`config.mk`:
```
export PLATFORM = sky130hd
export DESIGN_NAME = fir_tdm_tap_buffer
export DESIGN_NICKNAME = d
export VERILOG_FILES = /design/src/rtl/fir_tdm_pkg.sv /design/src/rtl/fir_tdm_chn_tracker.sv /design/src/rtl/fir_tdm_tap_buffer.sv
export SDC_FILE = /design/constraint.sdc
export NUM_CORES = 1
export LEC_CHECK = 0
export ABC_AREA = 1
export CORE_MARGIN = 4
export CORE_UTILIZATION = 60
export CTS_BUF_LIST = sky130_fd_sc_hd__clkbuf_4
export CTS_CLUSTER_SIZE = 28
export DETAILED_ROUTE_END_ITERATION = 6
export PLACE_DENSITY_LB_ADDON = 0.15
export SYNTH_ARGS = -nofsm -noshare
export SYNTH_HDL_FRONTEND = slang
export SYNTH_HIERARCHICAL = 1
export SYNTH_SLANG_ARGS = --single-unit
```
`constraint.sdc`:
```
create_clock -name clk -period 13.3 [get_ports clk]
set_input_delay 1.995 -clock clk [delete_from_list [all_inputs] [get_ports clk]]
set_output_delay 1.995 -clock clk [all_outputs]
set_load 0.005 [all_outputs]
```
`src/rtl/fir_tdm_pkg.sv`:
```
// ---------------------------------------------------------------------------
// fir_tdm_pkg
// Shared definitions for the TDM FIR tap buffer and the MAC stage that
// consumes its tap vectors.
//   clog2_min1()    : channel-index width helper, never returns 0
//   CHN_W           : channel-index width for the default channel count
//   trk_state_e     : lock state of the channel tracker
//   FIR_TAP_SLICE   : part-select of tap t inside a packed tap vector
//                     (tap 0 = newest sample in the low slice)
// ---------------------------------------------------------------------------
`ifndef FIR_TDM_PKG_SV
`define FIR_TDM_PKG_SV

// Part-select of tap t in a packed vector of w-bit samples.
`define FIR_TAP_SLICE(t, w) (t)*(w) +: (w)

package fir_tdm_pkg;

    // A single-channel system still needs a 1-bit channel field.
    function automatic int clog2_min1(input int n);
        return (n > 1) ? $clog2(n) : 1;
    endfunction

    localparam int NUM_CHN_DEF = 4;
    localparam int NUM_TAP_DEF = 8;
    localparam int DATA_W_DEF  = 16;
    localparam int CHN_W       = clog2_min1(NUM_CHN_DEF);

    typedef enum logic {
        TRK_UNLOCKED = 1'b0,
        TRK_LOCKED   = 1'b1
    } trk_state_e;

endpackage

`endif

```
`src/rtl/fir_tdm_chn_tracker.sv`:
```
// ---------------------------------------------------------------------------
// fir_tdm_chn_tracker
// Follows the TDM channel slot of the incoming sample stream.
//   clk, rst      : clock, synchronous active-high reset
//   valid_i       : sample strobe
//   sync_i        : frame start marker, only meaningful with valid_i
//   flush_i       : drops lock and rewinds the slot pointer
//   accept_o      : current strobe is taken into the history (comb)
//   cur_chn_o     : channel the current strobe belongs to (comb)
//   err_o         : current strobe reveals sync misalignment (comb)
//   state_o       : lock state (debug view)
//   chn_ptr_o     : expected channel of the next strobe (debug view)
// ---------------------------------------------------------------------------
module fir_tdm_chn_tracker
    import fir_tdm_pkg::*;
#(
    parameter int NUM_CHN  = 4,
    parameter int CHN_BITS = clog2_min1(NUM_CHN)
) (
    input  logic                clk,
    input  logic                rst,
    input  logic                valid_i,
    input  logic                sync_i,
    input  logic                flush_i,
    output logic                accept_o,
    output logic [CHN_BITS-1:0] cur_chn_o,
    output logic                err_o,
    output trk_state_e          state_o,
    output logic [CHN_BITS-1:0] chn_ptr_o
);

    localparam logic [CHN_BITS-1:0] LAST_CHN = CHN_BITS'(NUM_CHN - 1);

    trk_state_e          r_state;
    logic [CHN_BITS-1:0] r_chn_ptr;

    logic                w_live;
    logic                w_locked;
    logic                w_accept;
    logic [CHN_BITS-1:0] w_cur;
    logic                w_err;

    always_comb begin
        // Flush outranks a coincident strobe: the sample is simply lost.
        w_live   = valid_i & ~flush_i;
        w_locked = (r_state == TRK_LOCKED);
        // While unlocked only a sync strobe gets in; it establishes lock.
        w_accept = w_live & (w_locked | sync_i);
        w_cur    = sync_i ? '0 : r_chn_ptr;
        // Misalignment: sync in the wrong slot, or slot 0 reached without sync.
        // With a single channel the pointer is always 0, so every locked
        // strobe lacking sync is reported.
        w_err    = w_live & w_locked &
                   (sync_i ? (r_chn_ptr != '0) : (r_chn_ptr == '0));
    end

    always_ff @(posedge clk) begin
        if (rst || flush_i) begin
            r_state   <= TRK_UNLOCKED;
            r_chn_ptr <= '0;
        end else begin
            case (r_state)
                TRK_UNLOCKED: begin
                    if (w_accept) begin
                        r_state   <= TRK_LOCKED;
                        r_chn_ptr <= (w_cur == LAST_CHN) ? '0 : w_cur + CHN_BITS'(1);
                    end
                end
                TRK_LOCKED: begin
                    if (w_accept) begin
                        r_chn_ptr <= (w_cur == LAST_CHN) ? '0 : w_cur + CHN_BITS'(1);
                    end
                end
                default: begin
                    r_state   <= TRK_UNLOCKED;
                    r_chn_ptr <= '0;
                end
            endcase
        end
    end

    assign accept_o  = w_accept;
    assign cur_chn_o = w_cur;
    assign err_o     = w_err;
    assign state_o   = r_state;
    assign chn_ptr_o = r_chn_ptr;

endmodule

```
`src/rtl/fir_tdm_tap_buffer.sv`:
```
// ---------------------------------------------------------------------------
// fir_tdm_tap_buffer
// Per-channel FIR tap delay line fed by the TDM sample-strobe generator.
// Holds the last NUM_TAP samples of every channel and, one cycle after each
// accepted sample, presents that channel's full tap vector to the MAC stage.
//   clk, rst      : clock, synchronous active-high reset
//   valid_i       : sample strobe (no back-pressure, may be high every cycle)
//   sync_i        : frame start (channel 0), qualified by valid_i
//   data_i        : sample, captured when valid_i=1
//   flush_i       : clears histories and lock, wins over valid_i
//   tap_valid_o   : one-cycle pulse, tap vector valid
//   tap_chn_o     : channel of the tap vector
//   tap_data_o    : tap vector, low slice newest, top slice oldest
//   frame_done_o  : pulses with tap_valid_o for the last channel
//   sync_err_o    : one-cycle pulse, aligned with tap_valid_o
//
// Handshake: the interface is valid-only. Every accepted strobe produces
// exactly one tap_valid_o pulse on the following cycle; there is no ready
// and no stall. tap_chn_o/tap_data_o hold between pulses.
// ---------------------------------------------------------------------------
module fir_tdm_tap_buffer
    import fir_tdm_pkg::*;
#(
    parameter  int NUM_CHN  = 4,
    parameter  int NUM_TAP  = 8,
    parameter  int DATA_W   = 16,
    localparam int CHN_BITS = clog2_min1(NUM_CHN)
) (
    input  logic                      clk,
    input  logic                      rst,
    input  logic                      valid_i,
    input  logic                      sync_i,
    input  logic [DATA_W-1:0]         data_i,
    input  logic                      flush_i,
    output logic                      tap_valid_o,
    output logic [CHN_BITS-1:0]       tap_chn_o,
    output logic [NUM_TAP*DATA_W-1:0] tap_data_o,
    output logic                      frame_done_o,
    output logic                      sync_err_o
);

    localparam logic [CHN_BITS-1:0] LAST_CHN = CHN_BITS'(NUM_CHN - 1);

    logic [DATA_W-1:0]         r_hist [NUM_CHN][NUM_TAP];
    logic                      r_tap_valid;
    logic [CHN_BITS-1:0]       r_tap_chn;
    logic [NUM_TAP*DATA_W-1:0] r_tap_data;
    logic                      r_frame_done;
    logic                      r_sync_err;

    logic                      w_accept;
    logic [CHN_BITS-1:0]       w_cur;
    logic                      w_err;
    trk_state_e                w_trk_state;
    logic [CHN_BITS-1:0]       w_chn_ptr;
    logic [DATA_W-1:0]         w_cur_hist [NUM_TAP];
    logic [NUM_TAP*DATA_W-1:0] w_next_vec;

    fir_tdm_chn_tracker #(
        .NUM_CHN  (NUM_CHN),
        .CHN_BITS (CHN_BITS)
    ) u_tracker (
        .clk       (clk),
        .rst       (rst),
        .valid_i   (valid_i),
        .sync_i    (sync_i),
        .flush_i   (flush_i),
        .accept_o  (w_accept),
        .cur_chn_o (w_cur),
        .err_o     (w_err),
        .state_o   (w_trk_state),
        .chn_ptr_o (w_chn_ptr)
    );

    // History of the addressed channel, before this cycle's shift.
    always_comb begin
        for (int t = 0; t < NUM_TAP; t++) begin
            w_cur_hist[t] = '0;
        end
        for (int c = 0; c < NUM_CHN; c++) begin
            if (w_cur == CHN_BITS'(c)) begin
                for (int t = 0; t < NUM_TAP; t++) begin
                    w_cur_hist[t] = r_hist[c][t];
                end
            end
        end
    end

    // Post-shift tap vector: new sample in tap 0, everything else one older.
    always_comb begin
        w_next_vec = '0;
        w_next_vec[`FIR_TAP_SLICE(0, DATA_W)] = data_i;
        for (int t = 1; t < NUM_TAP; t++) begin
            w_next_vec[`FIR_TAP_SLICE(t, DATA_W)] = w_cur_hist[t-1];
        end
    end

    always_ff @(posedge clk) begin
        if (rst || flush_i) begin
            for (int c = 0; c < NUM_CHN; c++) begin
                for (int t = 0; t < NUM_TAP; t++) begin
                    r_hist[c][t] <= '0;
                end
            end
            r_tap_valid  <= 1'b0;
            r_tap_chn    <= '0;
            r_tap_data   <= '0;
            r_frame_done <= 1'b0;
            r_sync_err   <= 1'b0;
        end else begin
            r_tap_valid  <= w_accept;
            r_frame_done <= w_accept & (w_cur == LAST_CHN);
            r_sync_err   <= w_err;
            if (w_accept) begin
                r_tap_chn  <= w_cur;
                r_tap_data <= w_next_vec;
                // Only the addressed channel shifts; the rest hold.
                for (int c = 0; c < NUM_CHN; c++) begin
                    if (w_cur == CHN_BITS'(c)) begin
                        r_hist[c][0] <= data_i;
                        for (int t = 1; t < NUM_TAP; t++) begin
                            r_hist[c][t] <= r_hist[c][t-1];
                        end
                    end
                end
            end
        end
    end

    assign tap_valid_o  = r_tap_valid;
    assign tap_chn_o    = r_tap_chn;
    assign tap_data_o   = r_tap_data;
    assign frame_done_o = r_frame_done;
    assign sync_err_o   = r_sync_err;

endmodule
```
# After elaboration in Yosys (flattened, before gate mapping)
# Memories as Yosys holds them, arrays and structs flattened.
# Index checks and enable logic that the tools add are counted.
[totals]
input_bits = 21
n_memories = 1
rom_bits = 0
latch_bits = 0
mem_bits_rw = 512
out_inout_bits = 133
word_cells = 115
regBits = 136
[memory_table]
columns = ["name", "depth", "word_bits", "rd", "rd_ports_with_merged_regs", "wr", "line", "rtl"]
rows = [
  ["r_hist", 4, 128, 4, 0, 4, "fir_tdm_tap_buffer.sv:44", "logic [DATA_W-1:0] r_hist [NUM_CHN][NUM_TAP];"],
]
[op_classes]
eq_ne = 3
bitwise_logic = 39
shifts = 0
n_mul = 0
n_mux = 60
div = 0
n_addsub = 1
n_lt_le_gt_ge = 0
reduce_logical = 4
[ops]
columns = ["cell", "count"]
rows = [
  ["2-to-1 mux 128 bit", 4],
  ["2-to-1 mux 16 bit", 32],
  ["bitwise OR 1 bit", 33],
  ["2-to-1 mux 1 bit", 21],
  ["2-to-1 mux 2 bit", 3],
  ["bitwise AND 1 bit", 5],
  ["equality test 2 bit (second input constant)", 2],
  ["zero test 2 bit", 2],
  ["adder 2 x 1 -> 2 bit (second input constant)", 1],
  ["equality test 2 x 1 -> 1 bit (second input constant)", 1],
  ["nonzero test 2 bit", 1],
  ["logical OR 1 bit", 1],
  ["inverter 1 bit", 1],
]

# Longest topological paths before layout
# Gate-level depths: netlist of run 1.
[logic_depth]
ltp_word = 7
ltp_mapped = 11
depth_no_buf = 9

# Modules after synthesis
# The synthesis of run 1 kept the hierarchy.
[modules_own_cells]
columns = ["module", "cells_per_inst", "seq_area_each_um2", "area_per_inst_um2", "instances"]
rows = [
  ["fir_tdm_tap_buffer", 2513, 16115.5, 24198.2, 1],
  ["fir_tdm_chn_tracker", 34, 60.1, 201.4, 1],
]

# Worst setup path before layout of run 1
# No wires, ideal clock.
[synth_timing]
kind = "input to register"
startpoint = "input flush_i"
endpoint = "memory r_hist[0][100] (netlist bit), enable pin"
required_ps = 12563
path_buffers = 3
slack_ps = 1920
setup_time_ps = 737
path_stages = 8
t_arrival_ps = 10643
cell_sequence = "inv_1 -> nand2_1 -> nor2_4 -> buf_2 -> inv_2 -> buf_2 -> buf_2 -> o21ai_0"
[synth_rtl]
columns = ["item", "line", "rtl"]
rows = [
  ["from (decl)", "fir_tdm_tap_buffer.sv:34", "input logic flush_i,"],
  ["to (decl)", "fir_tdm_tap_buffer.sv:44", ""],
]

==> flow_metrics.tcl, run 1 <==
set metrics [dict create \
    outcome "completed" \
    ctsResizeCount 0 \
    fp.dieH_um 210 \
    cts.clk_slew.worst_paths_ns 0.06 \
    drive_gt1_share_pct 10.6 \
    drv_slew 0 \
    rows 73 \
    layout.cells.non_filler 3365 \
    first_pass_iters 6 \
    synth_mux_area_share_pct 0 \
    arrival_ns 6.07 \
    clockBufferDepth 3 \
    synth_xor_xnor_area_share_pct 0 \
    critPathLaunchType "input port" \
    clock_sinks 584 \
    worst-setup-path-type "input port to flip-flop" \
    synth_area_leaders "edfxtp_1, nor2_1, dfxtp_1" \
    max_freq_ghz 0.178 \
    r2r_slack_ns 9.16 \
    setup_viol 0 \
    crit_chain "clkdlybuf4s50_1 -> nor2_1 -> nor2_4 -> buf_12 -> inv_2 -> buf_4 -> o21ai_4 -> buf_4 -> buf_4" \
    synth_compound_area_share_pct 7.58 \
    tritoncts "done" \
    avgRoutedWirePerCell_um 19.8 \
    yosysWarnings 6 \
    die_area_um2 44000 \
    route.detailed.drc 0 \
    drt-vias-per-instance 5.34 \
    ys_types 23 \
    post-route-min-period_ns 5.63 \
    wirelength_um 66600 \
    slowest_delay_ns 0.83 \
    syn_nets 2568 \
    crit_path_top_delay_cell "o21ai_4" \
    clk-insertion-delay-late_ns 0.85 \
    hold_viol 0 \
    swShare_pct 23.1 \
    p_sw_w 0.000876 \
    p_int_w 0.00292 \
    drtIter0Drc 1886 \
    h-tree-depth 4 \
    synth.largest_area_cell "edfxtp_1" \
    design.core.area_um2 40000 \
    post-place-cells 3099 \
    synth_top_area_share_pct 55.1 \
    postCtsSetupBuffers 0 \
    critPathMaxFanout 125 \
    cts_buffers 146 \
    rsz0062_at_grt "false" \
    grtUsageTotal_pct 29.8 \
    grt_max_degree 126 \
    synth-simple-area-share_pct 17.9 \
    p_comb_share_pct 5.0 \
    power_frac_seq_pct 54.3 \
    synth_area_um2 24400 \
    routabilityCongestion 0.886 \
    io_pins 154 \
    syn_area_per_cell_um2 9.58 \
    synthCells 2547 \
    fp.dieW_um 210 \
    dp_hpwl_um 41200 \
    relSlewSlack_pct 22.5 \
    worst_path_most_repeated_cell "buf_4" \
    place_area_um2 26100 \
    io_buffers 153 \
    synth-seq-cells 584 \
    vias 17975 \
    areaGrowthSynthToFinish_pct 15.0 \
    fin_setup_tns_ns 0 \
    synth_top_family_by_area "simple AND/OR/NAND/NOR gates" \
    design_area_um2 28100 \
    grt_pass1_wl_um 100000 \
    cp.required_ns 13.74 \
    hold_buffers 0 \
    ctsRootBufferMaster "clkbuf_4" \
    finClkSkew_ns 0.0514 \
    worstMarginPinSlew_ns 1.16 \
    synth_fa_ha_area_share_pct 0 \
    p_clk_share_pct 40.7 \
    grt_pass1_vias 17521 \
    fin_crit_sh_pct 42.3 \
    grt_overflow 0 \
    hold_path.class "flip-flop to flip-flop" \
    maxCapViolCount 0 \
    end_kind "flip-flop" \
    ant_nets 0 \
    initial_core_util_pct 61.0 \
    powerDensity_nw_per_um2 135 \
    fin_util_pct 70.2 \
    fin_nets 2743 \
    vdd_drop_max_mv 0.0798 \
    fillers 3023 \
    p_leak_nw 10.8 \
    antenna_found_initial 1 \
    yosysSeqAreaShare_pct 66.3 \
]
[layout make-up]
class | count | area, um2 | share of cell area, %
clock inverter | 30 | 175 | 0.624
clock buffer | 235 | 1760 | 6.29
tap | 525 | 657 | 2.34
antenna | 1 | 2.50 | 0.00892
timing repair buffer | 176 | 1720 | 6.12
multi-input combinational | 1470 | 6280 | 22.4
sequential | 584 | 16200 | 57.6
inverter | 344 | 1290 | 4.60
[power groups by stage]
stage	Combinational [W]	Sequential (W)	Clock [W]
floorplan	0.000107	0.00210	0
global placement	0.000184	0.00210	0
detailed placement	0.000187	0.00210	0
CTS	0.000188	0.00206	0.00156
global route	0.000204	0.00207	0.00167
finish	0.000188	0.00206	0.00155
[metrics by stage]
step	setup slack (ns)	power (W)	hold WS [ns]
2_1_floorplan	1.92	0.00221	0.456
3_3_place_gp	6.84	0.00228	0.452
3_5_place_dp	6.87	0.00229	0.457
4_1_cts	7.73	0.00381	0.466
5_1_grt	7.55	0.00394	0.477
6_report	7.67	0.00379	0.463
[worst paths after layout]
check                          from         endpoint  cells after the start
setup / recovery             sync_i    r_hist[0][32]                      9
hold / removal      tap_data_o[117]  tap_data_o[117]                      2
setup reg to reg  u_tracker/state_o    r_hist[0][32]                      8
hold reg to reg     tap_data_o[117]  tap_data_o[117]                      2
[worst max-delay path: cells and delay by family]
kind / cells / cell delay [ns]
buffers and inverters: 6 / 2.83
AO/OA/AOI/OAI: 1 / 0.83
AND/OR/NAND/NOR: 2 / 0.26
[layout by cell type, fill, tap and decap left out]
master           instances
clkinv_2                 2
inv_1                  334
buf_4                   22
nand2_4                  4
buf_12                   1
nor2_4                   4
diode_2                  1
nand2_2                  6
bufinv_16                2
clkbuf_4               235
nand2_1                281
dfxtp_1                136
clkinvlp_4               2
o21ai_0                226
nor2_1                 727
clkdlybuf4s50_1        153
inv_2                   15
nor2_2                   2
edfxtp_1               448
o22ai_1                 29
nand3_1                 73
nor3_1                  14
a21boi_0                 1
nand2_8                  1
nand3_2                  1
a211oi_1                 1
clkinv_1                19
nor2_8                   1
a21oi_1                 86
o211ai_1                11
o21ai_4                  2
[sequential cells by signal, summed over array words and instances, names as in the netlist]
register	cells
frame_done_o	1
r_hist	448
sync_err_o	1
tap_chn_o	2
tap_data_o	128
tap_valid_o	1
u_tracker/chn_ptr_o	2
u_tracker/state_o	1
[kinds of logic after synthesis]
logic type             Yosys count
AO/OA/AOI/OAI                  356
buffers and inverters          493
flip-flops                     584
AND/OR/NAND/NOR               1114
[per-layer routing]
layer  GRT usage (%)  share of wire (%)
met4            18.9                6.9
met5               0                  0
met1            36.7                 37
met3            5.35                7.3
met2            48.9                 49
[cell usage after synthesis, drive strengths merged]
cell type	number
a211oi	1
a21boi	1
a21oi	86
buf	94
clkbuf	55
dfxtp	136
edfxtp	448
inv	344
nand2	292
nand3	74
nor2	734
nor3	14
o211ai	11
o21ai	228
o22ai	29
No activity file was read; power rests on OpenSTA's default activity.
==> run 2: changes to the inputs <==
==> constraint.sdc (replaced) <==
create_clock -name clk -period 5.5 [get_ports clk]
set_input_delay 0.825 -clock clk [delete_from_list [all_inputs] [get_ports clk]]
set_output_delay 0.825 -clock clk [all_outputs]
set_load 0.005 [all_outputs]
==> run 2 against run 1 <==
  * Flip-flop and latch count unchanged
  * Critical endpoint is now tap_data_o[55]
  * Highest routed layer unchanged
  * Largest cell class unchanged
  * Sequential power rose by 140%
  * Clock skew fell by 0.0063 ns
==> flow_metrics.tcl, run 2 (same netlist as run 1, synthesis figures left out) <==
set metrics [dict create \
    outcome "completed" \
    layout_common_cells "nor2_1, edfxtp_1, inv_1" \
    design.core.area_um2 40000 \
    ant_nets 0 \
    worst-setup-path-type "input port to flip-flop" \
    setup_viol 0 \
    maxCapViolCount 0 \
    hold_buffers 0 \
    avgRoutedWirePerCell_um 20.6 \
    min_from "tap_data_o[121]" \
    critPathMaxFanout 112 \
    vias 18619 \
    whs_ns 0.464 \
    fin_setup_tns_ns 0 \
    r2r_cells 6 \
    p_leak_nw 10.9 \
    design_area_um2 28300 \
    r2r_slack_ns 2.36 \
    antenna_found_initial 1 \
    largest_reg_flops 448 \
    wirelength_um 69700 \
    max_freq_ghz 0.290 \
    p_int_w 0.00710 \
    power_w 0.00923 \
    vdd_drop_max_mv 0.205 \
    grt_overflow 0 \
    hold_viol 0 \
    rows 73 \
    swShare_pct 23.0 \
    io_buffers 153 \
    clock_sinks 584 \
    worstMarginPinSlew_ns 1.13 \
    arrival_ns 4.13 \
    drive_gt1_share_pct 10.8 \
    ctsRootBufferMaster "clkbuf_4" \
    r2r_start "u_tracker/chn_ptr_o[0]" \
    routabilityCongestion 0.876 \
    tritoncts "done" \
    cts.clk_slew.worst_paths_ns 0.06 \
    p_sw_w 0.00213 \
    drtIter0Drc 2198 \
    initial_core_util_pct 61.0 \
    finClkSkew_ns 0.0451 \
    io_pins 154 \
    fp.dieH_um 210 \
    postCtsSetupBuffers 0 \
    dp_hpwl_um 41300 \
    areaGrowthSynthToFinish_pct 15.8 \
    place_area_um2 26300 \
    grt_pass1_vias 18909 \
    rr_endpoint "r_hist[0][193]" \
    route.detailed.drc 0 \
    post-route-min-period_ns 3.45 \
    fin_crit_sh_pct 62.7 \
    hold_depth 2 \
    p_clk_share_pct 41.1 \
    final_common_cell "nor2_1" \
    drt-vias-per-instance 5.50 \
    fin_nets 2759 \
    slowest_delay_ns 0.63 \
    rsz0062_at_grt "false" \
    power_frac_seq_pct 54.0 \
    p_comb_share_pct 4.9 \
    end_kind "flip-flop" \
    hold_path.class "flip-flop to flip-flop" \
    fp.dieW_um 210 \
    min_to "tap_data_o[121]" \
    grt_pass1_wl_um 107000 \
    die_area_um2 44000 \
    cts_buffers 150 \
    grtUsageTotal_pct 31.5 \
    clk-insertion-delay-late_ns 0.84 \
    fillers 3014 \
    critPathLaunchType "input port" \
    worst_path_most_repeated_cell "nor2_1" \
    cp.required_ns 6.19 \
    drv_slew 0 \
    ctsResizeCount 0 \
    grt_max_degree 113 \
    crit_path_top_delay_cell "clkdlybuf4s50_1" \
    relSlewSlack_pct 24.7 \
    first_pass_iters 6 \
    crit_chain "clkdlybuf4s50_1 -> nor2_1 -> nor2_4 -> buf_12 -> nand2_1 -> inv_1 -> buf_4 -> o21ai_0 -> nor2_1 -> nor2_1" \
    clockBufferDepth 3 \
    h-tree-depth 4 \
    powerDensity_nw_per_um2 327 \
    top_register "r_hist" \
]
## run 2: final cells by class
class                      instances  area [um2]  share of cell area (%)
antenna                            1        2.50                 0.00885
timing repair buffer             188        1870                    6.61
multi-input combinational       1470        6290                    22.3
tap                              525         657                    2.32
inverter                         344        1290                    4.57
clock inverter                    39         228                   0.806
sequential                       584       16200                    57.2
clock buffer                     233        1750                    6.19
## run 2: worst max path at each step
stage	from	end	slack, ns
final	sync_i	tap_data_o[55]	2.05
after global routing	sync_i	tap_data_o[55]	2.05
after CTS	sync_i	tap_data_o[55]	2.23
after detailed placement	sync_i	tap_data_o[55]	1.36
after global placement	sync_i	tap_data_o[55]	1.42
after floorplan	flush_i	r_hist[0][100]	0.47
## run 2: critical path: cells and delay by family
kind | cells | cell delay, ns
simple gates | 5 | 1.19
buf+inv | 4 | 1.78
compound gates | 1 | 0.18
## run 2: stage by stage
stage / worst slack, ns / utilization [%] / instances
floorplan: 0.470 / - / 2547
global placement: 1.42 / 65.7 / 3111
detailed placement: 1.36 / 65.7 / 3111
CTS: 2.23 / 70.6 / 3383
global route: 2.05 / 70.6 / 3384
finish: 2.05 / 70.6 / 3384
## run 2: power by group through the flow
stage | Combinational (W) | Clock [W] | Sequential (W)
floorplan | 0.000260 | 0 | 0.00506
global placement | 0.000439 | 0 | 0.00508
detailed placement | 0.000447 | 0 | 0.00508
CTS | 0.000449 | 0.00383 | 0.00499
global route | 0.000493 | 0.00409 | 0.00500
finish | 0.000452 | 0.00379 | 0.00499
## run 2: per-layer routing
| metal | wire [um] | global-route usage [%] |
|---|---|---|
| met2 | 33500 | 51.9 |
| met3 | 6620 | 5.77 |
| met4 | 3950 | 18.0 |
| met5 | 0 | 0 |
| met1 | 25600 | 39.6 |
==> run 3: changes to the inputs <==
==> constraint.sdc (replaced) <==
create_clock -name clk -period 3.6 [get_ports clk]
set_input_delay 0.54 -clock clk [delete_from_list [all_inputs] [get_ports clk]]
set_output_delay 0.54 -clock clk [all_outputs]
set_load 0.005 [all_outputs]
==> run 3 against run 2 <==
  * Die area did not move
  * Worst hold slack got worse by 0.035 ns
  * Sequential share of layout area down 0.22 points
  * Largest cell class unchanged
  * Global-route usage decreased by 0.46 points
  * Combinational power is 62% higher
  * First-iteration DRC count down 7.0%
  * Critical path type is now flip-flop to flip-flop
  * Via count down 1.6%
  * Power rose by 50%
  * Clock power grew 45%
==> flow_metrics.tcl, run 3 (same netlist as run 1, synthesis figures left out) <==
set metrics [dict create \
    outcome "completed" \
    layout_common_cells "nor2_1, edfxtp_1, inv_1" \
    ant_nets 0 \
    fin_setup_tns_ns 0 \
    tritoncts "done" \
    clockBufferDepth 3 \
    maxCapViolCount 0 \
    drtIter0Drc 2045 \
    critPathMaxFanout 77 \
    cp.required_ns 4.23 \
    end_kind "flip-flop" \
    h-tree-depth 4 \
    powerDensity_nw_per_um2 488 \
    hold_viol 0 \
    drive_gt1_share_pct 11.2 \
    p_comb_share_pct 5.3 \
    rows 73 \
    worstMarginPinSlew_ns 1.05 \
    power_frac_seq_pct 55.0 \
    route.detailed.drc 0 \
    largest_reg_flops 448 \
    r2r_cells 7 \
    io_buffers 153 \
    rsz0062_at_grt "false" \
    p_clk_share_pct 39.7 \
    grt_pass1_wl_um 103000 \
    ctsRootBufferMaster "clkbuf_4" \
    swShare_pct 23.4 \
    top_register "r_hist" \
    drt-vias-per-instance 5.40 \
    dp_hpwl_um 44800 \
    design.core.area_um2 40000 \
    setup_ws_ns 1.07 \
    clk-insertion-delay-late_ns 0.83 \
    initial_core_util_pct 61.0 \
    grt_max_degree 78 \
    fp.dieW_um 210 \
    worst-setup-path-type "flip-flop to flip-flop" \
    dp_slack_ns 0.365 \
    die_area_um2 44000 \
    clock_sinks 584 \
    hold_buffers 0 \
    cts.clk_slew.worst_paths_ns 0.07 \
    p_sw_w 0.00324 \
    final_common_cell "nor2_1" \
    relSlewSlack_pct 30.2 \
    p_leak_nw 11.0 \
    avgRoutedWirePerCell_um 20.4 \
    finClkSkew_ns 0.0467 \
    fin_crit_sh_pct 70.4 \
    fp.dieH_um 210 \
    drv_slew 0 \
    vdd_drop_max_mv 0.369 \
    cts_buffers 148 \
    first_pass_iters 6 \
    arrival_ns 3.17 \
    grtUsageTotal_pct 31.1 \
    hold_path.class "input port to flip-flop" \
    post-route-min-period_ns 2.53 \
    io_pins 154 \
    wirelength_um 69200 \
    grt_pass1_vias 18219 \
    setup_viol 0 \
    vias 18315 \
    hold_depth 3 \
    postCtsSetupBuffers 0 \
    critPathLaunchType "flip-flop" \
    routabilityCongestion 0.912 \
    fin_nets 2777 \
    ctsResizeCount 0 \
    p_int_w 0.0106 \
    max_freq_ghz 0.395 \
    grt_overflow 0 \
    antenna_found_initial 1 \
    areaGrowthSynthToFinish_pct 16.3 \
]
## run 3: worst paths after layout
kind / startpoint / to / slack (ns)
hold / removal: data_i[13] / tap_data_o[13] / 0.43
setup / recovery: u_tracker/chn_ptr_o[1] / r_hist[0][116] / 1.07
setup reg to reg: u_tracker/chn_ptr_o[1] / r_hist[0][116] / 1.07
hold reg to reg: tap_data_o[41] / tap_data_o[41] / 0.47
## run 3: cell type report
class	count	area (um2)
Timing Repair Buffer	208	2120
Clock buffer	222	1670
Sequential cell	584	16200
Tap cell	525	657
Multi-Input combinational cell	1470	6280
Clock inverter	38	179
Fill cell	3006	11600
Antenna cell	1	2.50
Inverter	344	1290
## run 3: worst max-delay path, stage by stage, from the launching register on
cell and delay, ns:
dfxtp_1 0.33, inv_1 0.16, nor2_2 0.09, buf_4 0.21, nor2_4 0.12, buf_4 0.74
nand2_2 0.44, nor2_1 0.26
## run 3: through the flow
stage | hold slack, ns | power (W) | cell area, um2 | cells | util (%)
finish | 0.429 | 0.0138 | 28400 | 3392 | 70.9
global route | 0.380 | 0.0144 | 28400 | 3392 | 70.9
CTS | 0.371 | 0.0139 | 28400 | 3391 | 70.9
detailed placement | 0.460 | 0.00848 | 26500 | 3131 | 66.3
global placement | 0.455 | 0.00847 | 26500 | 3131 | 66.3
floorplan | 0.457 | 0.00812 | 24400 | 2547 | -
## run 3: power groups by stage
stage / clock (W) / sequential (W) / combinational [W]
after floorplan: 0 / 0.00772 / 0.000400
after global placement: 0 / 0.00775 / 0.000718
after detailed placement: 0 / 0.00776 / 0.000728
after CTS: 0.00555 / 0.00761 / 0.000733
after global routing: 0.00593 / 0.00763 / 0.000794
final: 0.00549 / 0.00761 / 0.000732
## run 3: layer usage
layer	vias to the layer above	track usage, %	part of all wire, %
li1	8697	-	-
met1	8480	37.2	36
met2	945	50.8	48
met3	193	5.80	7.6
met4	0	22.0	7.8
met5	-	0	0
==> RTL change (flow settings as in run 2) <==
`NUM_CHN` is set to 4 in 2 places; all go to 2.
--- a/src/rtl/fir_tdm_chn_tracker.sv
+++ b/src/rtl/fir_tdm_chn_tracker.sv
@@ -15,5 +15,5 @@
     import fir_tdm_pkg::*;
 #(
-    parameter int NUM_CHN  = 4,
+    parameter int NUM_CHN  = 2,
     parameter int CHN_BITS = clog2_min1(NUM_CHN)
 ) (
--- a/src/rtl/fir_tdm_tap_buffer.sv
+++ b/src/rtl/fir_tdm_tap_buffer.sv
@@ -22,5 +22,5 @@
     import fir_tdm_pkg::*;
 #(
-    parameter  int NUM_CHN  = 4,
+    parameter  int NUM_CHN  = 2,
     parameter  int NUM_TAP  = 8,
     parameter  int DATA_W   = 16,
Ports: changed (resized tap_chn_o); port bits go from 154 to 153. No check against the original RTL was run, so the function may have changed too.
==> RTL change against run 2 <==
  * Cell count is 40% lower
  * Design area is 40% lower
  * Synthesized area is 42% lower
  * Largest cell class unchanged
  * Largest power group unchanged
  * First-iteration DRC count is 60% lower
  * Worst hold slack worse by 23 ps
  * Highest routed layer unchanged
  * Power is 41% lower
  * Setup slack better by 410 ps
  * Sequential cell count is 226 lower
  * Routed wire length is 55% lower
  * Global-route usage is 7.4 points lower
==> RTL change: results (changes against run 2) <==
Cells and area
  – Fill cell count: 1716 (was 3014)
  – Nets: 1662 (was 2759)
  – Non-Filler Instances: 2023 (was 3384)

Min path
  – Hold_sp: r_hist[1][43] (was tap_data_o[121])
  – Hold EP: tap_data_o[107] (was tap_data_o[121])

Detailed routing
  – Initial DRC Count: 888 (was 2198)
  – Wl on met1: 12630 µm (was 25630 µm)
  – DR WL met2: 15630 µm (was 33500 µm)
  – Via/cell ratio: 5.118 (was 5.502)
  – Post-Route WL: 31080 µm (was 69700 µm)
  – Drt pass-1 iters: 5 (was 6)

Global route
  – Gr usage total: 24.11% (was 31.52%)
  – First-pass GRT wire length: 50860 µm (was 106600 µm)
  – Grt met2 use: 41.81% (was 51.88%)

Setup path
  – Crit-path max cell delay: 580 ps (was 630 ps)
  – Reg-to-reg startpoint: u_tracker/state_o (was u_tracker/chn_ptr_o[0])
  – Worst Setup SP: flush_i (was sync_i)
  – Max stage delay cell, worst path: buf_4 (was clkdlybuf4s50_1)
  – Reg-to-reg endpoint: r_hist[1][75] (was r_hist[0][193])

Power
  – Peak VDD IR: 0.1767 mV (was 0.2053 mV)

Clocking
  – Htree depth: 3 (was 4)
  – TritonCTS buffer count: 87 (was 150)

Logic synthesis
  – Post-synth cell types: 18 (was 23)
  – Area share of fa/ha/maj cells after synthesis: 0.08875% (was 0%)
  – Seq/Total Area, Yosys: 66.74% (was 66.29%)
  – Post-synth top cells: 328 x nand3_1, 278 x nand2_1, 246 x inv_1 (was 730 x nor2_1, 448 x edfxtp_1, 335 x inv_1)

Placed design
  – Worst slack at placement: 1790 ps (was 1361 ps)
  – Dpl cell area: 15810 µm² (was 26280 µm²)

Outcome
  – Outcome: complete, no violations (unchanged)

Timing
  – Slew headroom: 27.23% (was 24.73%)
-- RTL change: changes by cell type after synthesis, moves of 14 or more --
cell	delta
nor2_1	-576
nand3_1	+254
o21ai_0	-227
edfxtp_1	-224
inv_1	-89
a21oi_1	-86
buf_2	-36
o22ai_1	-29
clkbuf_1	-22
nor3_1	-14
-- RTL change: critical path, delay by kind of cell --
| kind | cells | cell delay [ps] |
|---|---|---|
| buf+inv | 4 | 1650 |
| simple gates | 4 | 800 |
-- RTL change: final cells by class --
type	instances	area [µm²]	share of cell area, %
multi-input combinational	774	3393	19.97
inverter	251	945.9	5.567
clock inverter	24	177.7	1.046
clock buffer	134	1006	5.920
tap	313	391.6	2.305
timing repair buffer	168	1667	9.808
sequential	358	9409	55.37
antenna	1	2.502	0.01473
-- RTL change: where the power goes --
part	leakage [nW]	internal, mW	switching, mW
Clock	0.705	1.25	1.02
Sequential	3.59	2.93	0.0378
Combinational	3.67	0.0539	0.142
-- RTL change: cells by family (layout without fill, tap and decap cells) --
family                   Yosys count  in the layout
buffers and inverters            337            577
AND/OR/NAND/NOR                  771            771
adder cells (fa/ha/maj)            1              1
other                              0              1
AO/OA/AOI/OAI                      2              2
flip-flops                       358            358
-- RTL change: worst max-delay path by stage --
| stage | endpoint | slack, ps | cells past startpoint |
|---|---|---|---|
| global placement | r_hist[1][30] | 1880 | 8 |
| finish | r_hist[1][75] | 2460 | 8 |
| floorplan | r_hist[0][100] | 460 | 8 |
| global route | r_hist[1][28] | 2340 | 11 |
| CTS | r_hist[1][75] | 2530 | 8 |
| detailed placement | r_hist[1][20] | 1790 | 8 |
